==> config.mk <==
export PLATFORM = sky130hd
export DESIGN_NAME = rc4_encryption_core_flat
export DESIGN_NICKNAME = d
export VERILOG_FILES = /design/src/rtl/rc4_pkg.sv /design/src/rtl/rc4_encryption_core_if.sv /design/src/rtl/rc4_encryption_core.sv /design/src/flat_wrapper.sv
export SDC_FILE = /design/constraint.sdc
export NUM_CORES = 1
export LEC_CHECK = 0
export CORE_MARGIN = 2
export CORE_UTILIZATION = 29
export DETAILED_ROUTE_END_ITERATION = 8
export PLACE_DENSITY = 0.46
export SLEW_MARGIN = 0
export SYNTH_ARGS = -nofsm -noshare
export SYNTH_HDL_FRONTEND = slang
export SYNTH_SLANG_ARGS = --single-unit
==> constraint.sdc <==
create_clock -name clk -period 3.4 [get_ports clk]
set_input_delay 0.51 -clock clk [delete_from_list [all_inputs] [get_ports clk]]
set_output_delay 0.51 -clock clk [all_outputs]
set_load 0.005 [all_outputs]
==> src/rtl/rc4_pkg.sv <==
// Shared types and constants for the RC4 encryption core.
// States, the KSA/PRGA phase flag and the key-byte selector.
package rc4_pkg;

    typedef enum logic [3:0] {
        IDLE,
        INIT,
        READ_I,
        LATCH_I,
        READ_J,
        LATCH_J,
        WRITE_I,
        WRITE_J,
        READ_F,
        LATCH_F,
        WRITE_CT,
        DONE
    } state_t;

    typedef enum logic {
        PH_KSA,
        PH_PRGA
    } phase_t;

    localparam int S_SIZE    = 256;
    localparam int KEY_BYTES = 3;

    // Byte 0 is the most significant byte of the key.
    function automatic logic [7:0] key_byte(
        input logic [23:0] key,
        input logic [1:0]  idx
    );
        logic [7:0] b;
        unique case (idx)
            2'd0:    b = key[23:16];
            2'd1:    b = key[15:8];
            default: b = key[7:0];
        endcase
        return b;
    endfunction

endpackage

==> src/rtl/rc4_encryption_core_if.sv <==
// Bus bundle between the RC4 encryption core and its parent:
// control handshake, S-memory, plaintext ROM and ciphertext RAM.
interface rc4_encryption_core_if #(
    parameter int ADDR_W = 5
);
    logic              start;
    logic [23:0]       key;
    logic              busy;
    logic              done;
    logic [7:0]        s_address;
    logic [7:0]        s_data;
    logic              s_wren;
    logic [7:0]        s_q;
    logic [ADDR_W-1:0] pt_address;
    logic [7:0]        pt_q;
    logic [ADDR_W-1:0] ct_address;
    logic [7:0]        ct_data;
    logic              ct_wren;

    modport master (
        input  start, key, s_q, pt_q,
        output busy, done,
        output s_address, s_data, s_wren,
        output pt_address,
        output ct_address, ct_data, ct_wren
    );

    modport slave (
        output start, key, s_q, pt_q,
        input  busy, done,
        input  s_address, s_data, s_wren,
        input  pt_address,
        input  ct_address, ct_data, ct_wren
    );
endinterface

==> src/rtl/rc4_encryption_core.sv <==
// RC4 encryption core: S init, key scheduling, then PRGA XOR
// of MSG_LEN plaintext bytes into the ciphertext RAM.
module rc4_encryption_core
    import rc4_pkg::*;
#(
    parameter int MSG_LEN = 32,
    parameter int ADDR_W  = 5
) (
    input  logic                  clk,
    input  logic                  reset,
    rc4_encryption_core_if.master bus
);

    localparam logic [ADDR_W-1:0] K_LAST = ADDR_W'(MSG_LEN - 1);
    localparam logic [7:0]        I_LAST = 8'(S_SIZE - 1);
    localparam logic [1:0]        KX_LAST = 2'(KEY_BYTES - 1);

    state_t            state_q, state_d;
    phase_t            phase_q, phase_d;
    logic [7:0]        i_q, i_d;
    logic [7:0]        j_q, j_d;
    logic [7:0]        si_q, si_d;
    logic [7:0]        sj_q, sj_d;
    logic [7:0]        f_q, f_d;
    logic [7:0]        p_q, p_d;
    logic [ADDR_W-1:0] k_q, k_d;
    logic [1:0]        kx_q, kx_d;
    logic [23:0]       key_q, key_d;

    always_ff @(posedge clk or posedge reset) begin
        if (reset) begin
            state_q <= IDLE;
            phase_q <= PH_KSA;
            i_q     <= '0;
            j_q     <= '0;
            si_q    <= '0;
            sj_q    <= '0;
            f_q     <= '0;
            p_q     <= '0;
            k_q     <= '0;
            kx_q    <= '0;
            key_q   <= '0;
        end else begin
            state_q <= state_d;
            phase_q <= phase_d;
            i_q     <= i_d;
            j_q     <= j_d;
            si_q    <= si_d;
            sj_q    <= sj_d;
            f_q     <= f_d;
            p_q     <= p_d;
            k_q     <= k_d;
            kx_q    <= kx_d;
            key_q   <= key_d;
        end
    end

    always_comb begin
        state_d        = state_q;
        phase_d        = phase_q;
        i_d            = i_q;
        j_d            = j_q;
        si_d           = si_q;
        sj_d           = sj_q;
        f_d            = f_q;
        p_d            = p_q;
        k_d            = k_q;
        kx_d           = kx_q;
        key_d          = key_q;
        bus.busy       = (state_q != IDLE);
        bus.done       = 1'b0;
        bus.s_address  = '0;
        bus.s_data     = '0;
        bus.s_wren     = 1'b0;
        bus.pt_address = '0;
        bus.ct_address = '0;
        bus.ct_data    = '0;
        bus.ct_wren    = 1'b0;

        unique case (state_q)
            IDLE: begin
                if (bus.start) begin
                    key_d   = bus.key;
                    i_d     = '0;
                    j_d     = '0;
                    k_d     = '0;
                    kx_d    = '0;
                    phase_d = PH_KSA;
                    state_d = INIT;
                end
            end
            INIT: begin
                bus.s_address = i_q;
                bus.s_data    = i_q;
                bus.s_wren    = 1'b1;
                i_d           = i_q + 8'd1;
                if (i_q == I_LAST) begin
                    j_d     = '0;
                    state_d = READ_I;
                end
            end
            READ_I: begin
                bus.s_address = i_q;
                state_d       = LATCH_I;
            end
            LATCH_I: begin
                si_d = bus.s_q;
                if (phase_q == PH_KSA)
                    j_d = j_q + bus.s_q + key_byte(key_q, kx_q);
                else
                    j_d = j_q + bus.s_q;
                state_d = READ_J;
            end
            READ_J: begin
                bus.s_address = j_q;
                state_d       = LATCH_J;
            end
            LATCH_J: begin
                sj_d    = bus.s_q;
                state_d = WRITE_I;
            end
            WRITE_I: begin
                bus.s_address = i_q;
                bus.s_data    = sj_q;
                bus.s_wren    = 1'b1;
                state_d       = WRITE_J;
            end
            WRITE_J: begin
                bus.s_address = j_q;
                bus.s_data    = si_q;
                bus.s_wren    = 1'b1;
                if (phase_q == PH_PRGA) begin
                    state_d = READ_F;
                end else begin
                    i_d     = i_q + 8'd1;
                    kx_d    = (kx_q == KX_LAST) ? 2'd0 : kx_q + 2'd1;
                    state_d = READ_I;
                    // PRGA starts at i=0 and pre-increments, so byte 0 uses i=1.
                    if (i_q == I_LAST) begin
                        phase_d = PH_PRGA;
                        i_d     = 8'd1;
                        j_d     = '0;
                    end
                end
            end
            READ_F: begin
                bus.s_address  = si_q + sj_q;
                bus.pt_address = k_q;
                state_d        = LATCH_F;
            end
            LATCH_F: begin
                f_d     = bus.s_q;
                p_d     = bus.pt_q;
                state_d = WRITE_CT;
            end
            WRITE_CT: begin
                bus.ct_address = k_q;
                bus.ct_data    = f_q ^ p_q;
                bus.ct_wren    = 1'b1;
                k_d            = k_q + 1'b1;
                if (k_q == K_LAST) begin
                    state_d = DONE;
                end else begin
                    i_d     = i_q + 8'd1;
                    state_d = READ_I;
                end
            end
            DONE: begin
                bus.done = 1'b1;
                state_d  = IDLE;
            end
            default: state_d = IDLE;
        endcase
    end

endmodule

==> src/flat_wrapper.sv <==
// flat-port wrapper written by rule: the top's interface ports become plain ports
module rc4_encryption_core_flat import rc4_pkg::*;
#(
    parameter int MSG_LEN = 32,
    parameter int ADDR_W  = 5
)
  (clk, reset, bus_start, bus_key, bus_s_q, bus_pt_q, bus_busy, bus_done, bus_s_address, bus_s_data, bus_s_wren, bus_pt_address, bus_ct_address, bus_ct_data, bus_ct_wren);
  rc4_encryption_core_if #(.ADDR_W(ADDR_W)) bus_i ();
  input  logic clk;
  input  logic reset;
  input wire logic [$bits(bus_i.start)-1:0] bus_start;
  input wire logic [$bits(bus_i.key)-1:0] bus_key;
  input wire logic [$bits(bus_i.s_q)-1:0] bus_s_q;
  input wire logic [$bits(bus_i.pt_q)-1:0] bus_pt_q;
  output wire logic [$bits(bus_i.busy)-1:0] bus_busy;
  output wire logic [$bits(bus_i.done)-1:0] bus_done;
  output wire logic [$bits(bus_i.s_address)-1:0] bus_s_address;
  output wire logic [$bits(bus_i.s_data)-1:0] bus_s_data;
  output wire logic [$bits(bus_i.s_wren)-1:0] bus_s_wren;
  output wire logic [$bits(bus_i.pt_address)-1:0] bus_pt_address;
  output wire logic [$bits(bus_i.ct_address)-1:0] bus_ct_address;
  output wire logic [$bits(bus_i.ct_data)-1:0] bus_ct_data;
  output wire logic [$bits(bus_i.ct_wren)-1:0] bus_ct_wren;
  assign bus_i.start = bus_start;
  assign bus_i.key = bus_key;
  assign bus_i.s_q = bus_s_q;
  assign bus_i.pt_q = bus_pt_q;
  assign bus_busy = bus_i.busy;
  assign bus_done = bus_i.done;
  assign bus_s_address = bus_i.s_address;
  assign bus_s_data = bus_i.s_data;
  assign bus_s_wren = bus_i.s_wren;
  assign bus_pt_address = bus_i.pt_address;
  assign bus_ct_address = bus_i.ct_address;
  assign bus_ct_data = bus_i.ct_data;
  assign bus_ct_wren = bus_i.ct_wren;
  rc4_encryption_core #(.MSG_LEN(MSG_LEN), .ADDR_W(ADDR_W)) u_core (.clk(clk), .reset(reset), .bus(bus_i));
endmodule
==> results of run 1 <==
==> layout by cell type, fill, tap and decap left out, types with 9 or more instances in the layout <==
cell             count
a21oi_1             15
a222oi_1            10
and3_1              10
buf_4               29
clkbuf_16            9
clkdlybuf4s50_1     78
dfrtp_1             84
ha_1                23
inv_1               16
mux2_1              48
mux2i_1             10
nand2_1             66
nor2_1              34
o21ai_0             17
o21ai_1             23
xnor2_1             21
xor2_1              10
==> worst reg2reg max path, cell delays in order, from the launching register on <==
cell	delay, ns
dfrtp_1	0.44
ha_2	0.22
fa_2	0.40
a21oi_2	0.17
o211ai_1	0.12
a21oi_2	0.22
xnor2_2	0.11
ha_1	0.33
a21oi_1	0.15
o21ai_1	0.09
a21oi_2	0.12
xor2_1	0.08
or3_1	0.36
a32o_1	0.26
==> path summary, 6_finish.rpt <==
check | start | to | slack [ns] | cells past startpoint
worst max-delay path | u_core.si_q[0]$_DFFE_PP0P_ | bus_s_address[4] | 0.15 | 10
min in group asynchronous | reset | u_core.j_q[0]$_DFFE_PP0P_ | 0.57 | 2
worst min register to register | u_core.key_q[4]$_DFFE_PP0P_ | u_core.key_q[4]$_DFFE_PP0P_ | 0.49 | 1
worst min-delay path | u_core.key_q[4]$_DFFE_PP0P_ | u_core.key_q[4]$_DFFE_PP0P_ | 0.49 | 1
worst max register to register | u_core.j_q[0]$_DFFE_PP0P_ | u_core.j_q[7]$_DFFE_PP0P_ | 0.22 | 13
max in group asynchronous | reset | u_core.si_q[6]$_DFFE_PP0P_ | 2.13 | 3
==> metrics by stage <==
step           instance area [µm²]  setup WS (ns)  hold WS [ns]  cells  setup TNS (ns)
3_3_place_gp                  6160         -0.345         0.473    809          -0.418
5_1_grt                       6540        0.00140         0.505    827               0
2_1_floorplan                 4940          0.252         0.460    500               0
4_1_cts                       6500        0.00831         0.495    826               0
6_report                      6540          0.151         0.488    827               0
3_5_place_dp                  6160         -0.409         0.481    809          -0.545
==> cells in the mapped netlist, types with 5 or more instances <==
cell type  instances  area [µm²]
a21oi_1           18        90.1
a222oi_1          10         100
and2_1             7        43.8
and3_1            10        62.6
buf_2              9        45.0
clkbuf_1          10        37.5
dfrtp_1           84        2100
ha_1              24         300
inv_1             17        63.8
mux2_1            48         541
mux2i_1           10         100
nand2_1           66         248
nand3_1            7        35.0
nor2_1            34         128
nor3_1             5        25.0
o21ai_0           18        90.1
o21ai_1           23         115
xnor2_1           22         193
xor2_1            10        87.6
==> state kept, by name (all words and copies together) (netlist names) <==
signal and flops:
u_core.kx_q 2, u_core.sj_q 8, u_core.si_q 8, u_core.j_q 8, u_core.f_q 8, u_core.phase_q 1
u_core.key_q 24, u_core.i_q 8, u_core.state_q 4, u_core.k_q 5, u_core.p_q 8
==> area by class of cell <==
type | instances | area [µm²] | area share, %
multi-input cells | 375 | 2710 | 41.5
flip-flops and latches | 84 | 2100 | 32.2
repair buffers | 110 | 1040 | 15.9
well taps | 220 | 275 | 4.21
clock buffers | 10 | 239 | 3.66
clock inverters | 6 | 86.3 | 1.32
inverters | 22 | 83.8 | 1.28
==> power groups by stage <==
stage / sequential (mW) / combinational (mW) / clock (mW)
floorplan: 1.66 / 2.21 / 0
detailed placement: 1.88 / 3.10 / 0
CTS: 1.86 / 3.13 / 1.12
finish: 1.87 / 3.17 / 1.09
global placement: 1.87 / 3.06 / 0
global route: 1.93 / 3.57 / 1.16
==> logic make-up after synthesis <==
group                    Yosys count  share of synthesized area (%)
AO/OA/AOI/OAI                    108                           14.4
XOR/XNOR                          32                           5.67
adder cells (fa/ha/maj)           27                           7.29
buffers and inverters             41                           3.34
flip-flops                        84                           42.5
multiplexers                      58                           13.0
AND/OR/NAND/NOR                  150                           13.8
==> what timing repair did <==
action | 4_1_cts | 5_1_grt
cloned | 0 | 0
pin swaps | 4 | 5
endpoints found under the setup margin | 2 | 1
resized for setup | 3 | 8
setup buffers | 1 | 1
==> routing by layer <==
metal / routed length [µm] / global-route usage [%]
met5: 0 / 0
met4: 302 / 6.78
met3: 455 / 2.18
met2: 6430 / 25.3
met1: 6440 / 21.0
==> reports/results.ini, run 1 <==
[status]
outcome = completed

[sta]
hold_viol_final = 0
relSlewSlack_pct = 37.2
max_freq_mhz = 308
finClkSkew_ns = 0.00787
fin_crit_ns = 3.25
final_max_slew_viol_count = 0
setup_viol = 0
finalCritPeriodShare_pct = 95.5
worst_pin_slew_ns = 0.941
rsz0062_at_grt = false

[setup_path]
cpLargestDelayFamily = buffers and inverters
critPathBufInv = 3
slowest_delay_ns = 0.46
crit_path_cell_trace = ha_1, inv_1, fa_1, nor2b_1, o21ai_1, a21boi_1, buf_4, nor3_1, a221o_1, clkdlybuf4s50_1
critPathArrivalTime_ns = 2.74
cp-start-kind = flop
cp_slowest_cell = clkdlybuf4s50_1
end_kind = primary output
path_max_fanout = 3
critical_path_required_ns = 2.89
crit_type = flop to primary output

[synthesis]
ys_ff_latch = 84
synth_top_flop_cell = dfrtp_1
async_reset_ff_share_pct = 100
ys_seq_area_share_pct = 42.5
netlist_instances = 500
ys_warn_count = 0
syn_nets = 570
synth_cell_types = 53
synth_area_um2 = 4940
synth_edf_count = 0
synth_area_per_cell_um2 = 9.89

[clocking]
root_buffer = clkbuf_16
cts_tree = done
hold_buffers = 0
cts_sinks = 84
insertion_delay_ns = 0.35
clockBufferDepth = 2
cts_buffers = 9
clkTransAtPathRegs_ns = 0.07
htree_levels = 3

[drt]
vias = 4092
drt-initial-drc-count = 307
wirelength_mm = 13.6
vias_per_cell = 4.95
dr.pass1.iters = 7
drtAntennaViolNets = 0
remaining_drc_errors = 0
routedWlPerCell_um = 16.5

[final_layout]
n_antenna_cell = 0
final_util_pct = 39.3
drive_above_1_share_pct = 10.5
fillers = 1657
area_growth_pct = 32.2
fin_nets = 672

[floorplan]
die_h_um = 135
coreArea_um2 = 16600
die_w_um = 135
die_area_um2 = 18100
rows = 47
start_util_pct = 29.7
ios = 81

[job]
max-cap-violations = 0

[placement]
dp_hpwl_mm = 10.1
io_buffers = 80
place.gp.congestion = 0.819

[global_route]
grt_pass1_vias = 4078
grt_pass1_wl_mm = 21.7
grt_overflow_total = 0
groute.usage.overall_pct = 15.6
antenna_found_initial = 0
grt_max_degree = 48

[pwr]
intPower_mw = 3.66
swShare_pct = 40.2
p_leak_nw = 2.96
seqPwrFrac_pct = 30.5
comb_power_share_pct = 51.8
finalPower_mw = 6.13
p_clk_share_pct = 17.8
power_switching_mw = 2.46
power_density_nw_per_um2 = 937
ir_drop_uv = 406

[min_path]
min_path_type = flop to flop

No activity file was read; power rests on OpenSTA's default activity.
==> run 2, diff against run 1 <==
Settings changed: SKIP_CTS_REPAIR_TIMING set to 1.
==> reports/results.ini, run 2 (same netlist as run 1, synthesis figures left out) <==
[global_route]
antenna_found_initial = 0  ; unchanged
grt_overflow_total = 0  ; unchanged
grt_max_degree = 48  ; unchanged
grt_pass1_vias = 4072  ; -0.15%
groute.usage.overall_pct = 15.6  ; -0.080 points
grt_pass1_wl_mm = 21.6  ; -0.51%

[final_layout]
regMostFlops = u_core.key_q
fin_cells = 826  ; -0.12%
mostFrequentLayoutCells = dfrtp_1 (84), clkdlybuf4s50_1 (79), nand2_1 (66)
largest_reg_flops = 24  ; unchanged
final_util_pct = 39.3  ; about the same
fin_nets = 671  ; -0.15%
n_antenna_cell = 0  ; unchanged
final_common_cell = dfrtp_1
area_growth_pct = 32.2  ; about the same
drive_above_1_share_pct = 10.6  ; +0.017 points

[sta]
worst_pin_slew_ns = 0.953  ; +0.0121 ns
rsz0062_at_grt = true
relSlewSlack_pct = 36.4  ; -0.81 points
finalCritPeriodShare_pct = 95.6  ; about the same
finClkSkew_ns = 0.00662  ; -0.00125 ns
hold_viol_final = 0  ; unchanged
setup_viol = 0  ; unchanged
final_max_slew_viol_count = 0  ; unchanged
fin_crit_ns = 3.25  ; +0.00265 ns
max_freq_mhz = 308  ; about the same
whs_ns = 0.488  ; -0.00000300 ns

[pwr]
power_switching_mw = 2.46  ; about the same
swShare_pct = 40.2  ; about the same
seqPwrFrac_pct = 30.5  ; about the same
intPower_mw = 3.66  ; -0.14%
ir_drop_uv = 408  ; +0.47%
comb_power_share_pct = 51.7  ; about the same
power_density_nw_per_um2 = 937  ; about the same
p_clk_share_pct = 17.8  ; about the same
p_leak_nw = 2.96  ; about the same

[drt]
vias = 4074  ; -0.44%
remaining_drc_errors = 0  ; unchanged
drt-initial-drc-count = 255  ; -17%
routedWlPerCell_um = 16.5  ; about the same
vias_per_cell = 4.93  ; -0.32%
drtAntennaViolNets = 0  ; unchanged
dr.pass1.iters = 5  ; -2
wirelength_mm = 13.6  ; -0.15%

[min_path]
min_path_type = flop to flop

[clocking]
clkTransAtPathRegs_ns = 0.06  ; about the same
cts_tree = done
insertion_delay_ns = 0.35  ; about the same
cts_buffers = 9  ; unchanged
cts_sinks = 84  ; unchanged
clockBufferDepth = 2  ; unchanged
htree_levels = 3  ; unchanged
root_buffer = clkbuf_16

[placement]
io_buffers = 80  ; unchanged
dp_hpwl_mm = 10.1  ; unchanged
dp_cells = 809  ; unchanged
place.gp.congestion = 0.819  ; unchanged

[floorplan]
coreArea_um2 = 16600  ; unchanged
die_area_um2 = 18100  ; unchanged
die_h_um = 135  ; unchanged
die_w_um = 135  ; unchanged
rows = 47  ; unchanged
start_util_pct = 29.7  ; unchanged
ios = 81  ; unchanged

[setup_path]
path_max_fanout = 3  ; unchanged
critical_path_required_ns = 3.64  ; +0.75 ns
end_kind = flop
critPathArrivalTime_ns = 3.49  ; +0.75 ns
crit_type = input port to flop
cp-start-kind = input port

[job]
max-cap-violations = 0  ; unchanged

[status]
outcome = completed

run 2: changes by cell type in the layout (fill, tap and decap cells not counted), sizes merged:
cell           change
buf                -1
clkdlybuf4s50      +1
dlygate4sd2        -1
run 2: worst max-delay path: stages:
cell and delay [ns]:
clkdlybuf4s50_1 0.44, ha_2 0.21, fa_2 0.35, a21oi_2 0.17, o211ai_1 0.12, a21oi_2 0.19
xnor2_2 0.15, ha_1 0.29, a21oi_1 0.15, o21ai_1 0.09, a21oi_2 0.12, xor2_1 0.08
or3_1 0.36, a32o_1 0.26
run 2: worst paths after layout:
path                                        startpoint                           to  cells past startpoint  slack, ns
setup / recovery                            bus_s_q[0]    u_core.j_q[7]$_DFFE_PP0P_                     14       0.15
hold / removal             u_core.key_q[4]$_DFFE_PP0P_  u_core.key_q[4]$_DFFE_PP0P_                      1       0.49
setup reg to reg             u_core.j_q[0]$_DFFE_PP0P_    u_core.j_q[7]$_DFFE_PP0P_                     13       0.31
hold reg to reg            u_core.key_q[4]$_DFFE_PP0P_  u_core.key_q[4]$_DFFE_PP0P_                      1       0.49
max in group asynchronous                        reset    u_core.i_q[3]$_DFFE_PP0P_                      3       2.13
min in group asynchronous                        reset    u_core.j_q[0]$_DFFE_PP0P_                      2       0.57
run 2: area by class of cell:
type,instances,area [µm²]
fill,1657,10100
multi-input combinational,375,2710
sequential,84,2100
timing repair buffer,109,1030
tap,220,275
clock buffer,10,239
clock inverter,6,86.3
inverter,22,83.8
run 2: through the flow:
stage | setup WS, ns | total power [mW] | area (µm²) | setup TNS, ns
finish | 0.149 | 6.12 | 6530 | 0
global route | -0.0440 | 6.66 | 6530 | -0.0440
CTS | -0.0703 | 6.10 | 6490 | -0.111
detailed placement | -0.409 | 4.98 | 6160 | -0.545
global placement | -0.345 | 4.93 | 6160 | -0.418
floorplan | 0.252 | 3.87 | 4940 | 0
run 2: layer usage:
layer  wire length (µm)  track usage (%)
met1               6380             20.9
met2               6380             25.1
met3                523             2.18
met4                315             6.78
met5                  0                0
run 2: power by group through the flow:
stage	Clock (mW)	Combinational, mW	Sequential [mW]
after floorplan	0	2.21	1.66
after global placement	0	3.06	1.87
after detailed placement	0	3.10	1.88
after CTS	1.12	3.12	1.86
after global routing	1.16	3.56	1.93
final	1.09	3.16	1.87
==> run 3, diff against run 2 <==
Settings changed: PLACE_DENSITY 0.46 to unset, PLACE_DENSITY_LB_ADDON set to 0.3.
==> reports/results.ini, run 3 (same netlist as run 1, synthesis figures left out) <==
[status]
outcome = completed

[final_layout]
fin_nets = 670  ; -0.15%
mostFrequentLayoutCells = dfrtp_1 (84), clkdlybuf4s50_1 (79), nand2_1 (66)
largest_reg_flops = 24  ; unchanged
regMostFlops = u_core.key_q
area_growth_pct = 30.8
drive_above_1_share_pct = 10.1  ; -0.48 points
final_common_cell = dfrtp_1
n_antenna_cell = 0  ; unchanged
final_util_pct = 38.8  ; -0.41 points

[drt]
remaining_drc_errors = 0  ; unchanged
wirelength_mm = 13.1  ; -3.4%
drt-initial-drc-count = 301  ; +18%
drtAntennaViolNets = 0  ; unchanged
dr.pass1.iters = 6  ; +1
vias_per_cell = 5.03  ; +1.9%
met2_length_mm = 6.29  ; -1.4%
wl_met3_um = 707  ; +35%
routedWlPerCell_um = 15.9  ; -3.3%
vias = 4148  ; +1.8%
wl_met1_mm = 5.88  ; -7.9%
top_layer_used = met4

[floorplan]
rows = 47  ; unchanged
start_util_pct = 29.7  ; unchanged
die_h_um = 135  ; unchanged
die_area_um2 = 18100  ; unchanged
ios = 81  ; unchanged
coreArea_um2 = 16600  ; unchanged
die_w_um = 135  ; unchanged

[min_path]
min_path_type = flop to flop

[global_route]
grt_pass1_wl_mm = 21.0  ; -2.7%
grt_pass1_vias = 4146  ; +1.8%
antenna_found_initial = 0  ; unchanged
groute.usage.overall_pct = 14.7  ; -0.84 points
grt_overflow_total = 0  ; unchanged
grt_max_degree = 58  ; +21%

[pwr]
ir_drop_uv = 306  ; -25%
p_leak_nw = 2.92  ; -1.4%
power_density_nw_per_um2 = 909  ; -3.0%

[sta]
rsz0062_at_grt = true
fin_crit_ns = 3.37  ; +0.117 ns
relSlewSlack_pct = 31.1  ; -5.3 points
setup_viol = 0  ; unchanged
final_max_slew_viol_count = 0  ; unchanged
worst_pin_slew_ns = 1.03  ; +0.0811 ns
finClkSkew_ns = 0.00941  ; +0.00279 ns
finalCritPeriodShare_pct = 99.1  ; +3.4 points
whs_ns = 0.490  ; +0.00143 ns
hold_viol_final = 0  ; unchanged
max_freq_mhz = 297  ; -3.5%

[clocking]
cts_buffers = 9  ; unchanged
clockBufferDepth = 2  ; unchanged
clkTransAtPathRegs_ns = 0.06  ; about the same
root_buffer = clkbuf_16
htree_levels = 3  ; unchanged
cts_tree = done
cts_sinks = 84  ; unchanged
insertion_delay_ns = 0.34  ; about the same

[setup_path]
critPathArrivalTime_ns = 3.59  ; +0.10 ns
cp-start-kind = input port
critical_path_required_ns = 3.62  ; -0.02 ns
crit_type = input port to flop
path_max_fanout = 3  ; unchanged
end_kind = flop

[placement]
place.gp.congestion = 0.884  ; +7.8%
dp_hpwl_mm = 9.98  ; -1.5%
io_buffers = 80  ; unchanged

[job]
max-cap-violations = 0  ; unchanged

[run 3: changes by cell type in the layout (fill, tap and decap cells not counted), sizes merged]
cell,change
buf,-1
inv,+1
clkinvlp,+2
clkinv,-1
bufinv,-2
[run 3: final cells by class]
type                    count  area, µm²
well taps                 220        275
inverters                  22       83.8
clock buffers              10        229
clock inverters             6       48.8
flip-flops and latches     84       2100
repair buffers            108       1010
fillers                  1655      10200
multi-input cells         375       2710
[run 3: path summary, 6_finish.rpt]
check / start / endpoint / slack (ns) / cells after the start
min in group asynchronous: reset / u_core.key_q[5]$_DFFE_PP0P_ / 0.71 / 2
max in group asynchronous: reset / u_core.p_q[1]$_DFFE_PP0P_ / 1.93 / 3
worst min-delay path: u_core.key_q[22]$_DFFE_PP0P_ / u_core.key_q[22]$_DFFE_PP0P_ / 0.49 / 1
worst max-delay path: bus_s_q[0] / u_core.j_q[7]$_DFFE_PP0P_ / 0.03 / 14
worst max register to register: u_core.j_q[0]$_DFFE_PP0P_ / u_core.j_q[7]$_DFFE_PP0P_ / 0.16 / 13
worst min register to register: u_core.key_q[22]$_DFFE_PP0P_ / u_core.key_q[22]$_DFFE_PP0P_ / 0.49 / 1
[run 3: per-stage QoR]
step | cells | cell area (µm²) | TNS (ns) | power, mW | setup WS, ns
2_1_floorplan | 500 | 4940 | 0 | 3.87 | 0.252
3_3_place_gp | 807 | 6140 | -0.467 | 4.80 | -0.318
3_5_place_dp | 807 | 6140 | -0.659 | 4.90 | -0.393
4_1_cts | 823 | 6420 | -0.139 | 5.85 | -0.0883
5_1_grt | 825 | 6460 | -0.0930 | 6.37 | -0.0930
6_report | 825 | 6460 | 0 | 5.87 | 0.0317
[run 3: per-layer routing]
layer | up-vias | global-route usage [%]
met2 | 132 | 24.9
met4 | 0 | 4.91
met1 | 2007 | 18.9
li1 | 1988 | -
met5 | - | 0
met3 | 21 | 2.82
[run 3: report_power, final]
part           switching [mW]  internal [mW]  leakage, nW
registers               0.452           1.42         1.07
logic                    1.57           1.52         1.72
clock network           0.417          0.502        0.126
[run 3: worst max-delay path, cell delays in order]
cell,delay (ns)
clkdlybuf4s50_1,0.42
ha_1,0.24
fa_2,0.37
a21oi_2,0.16
o211ai_1,0.13
a21oi_2,0.18
xnor2_2,0.15
ha_1,0.28
a21oi_1,0.17
o21ai_0,0.10
a21oi_1,0.16
xor2_1,0.09
or3_1,0.36
a32o_1,0.26
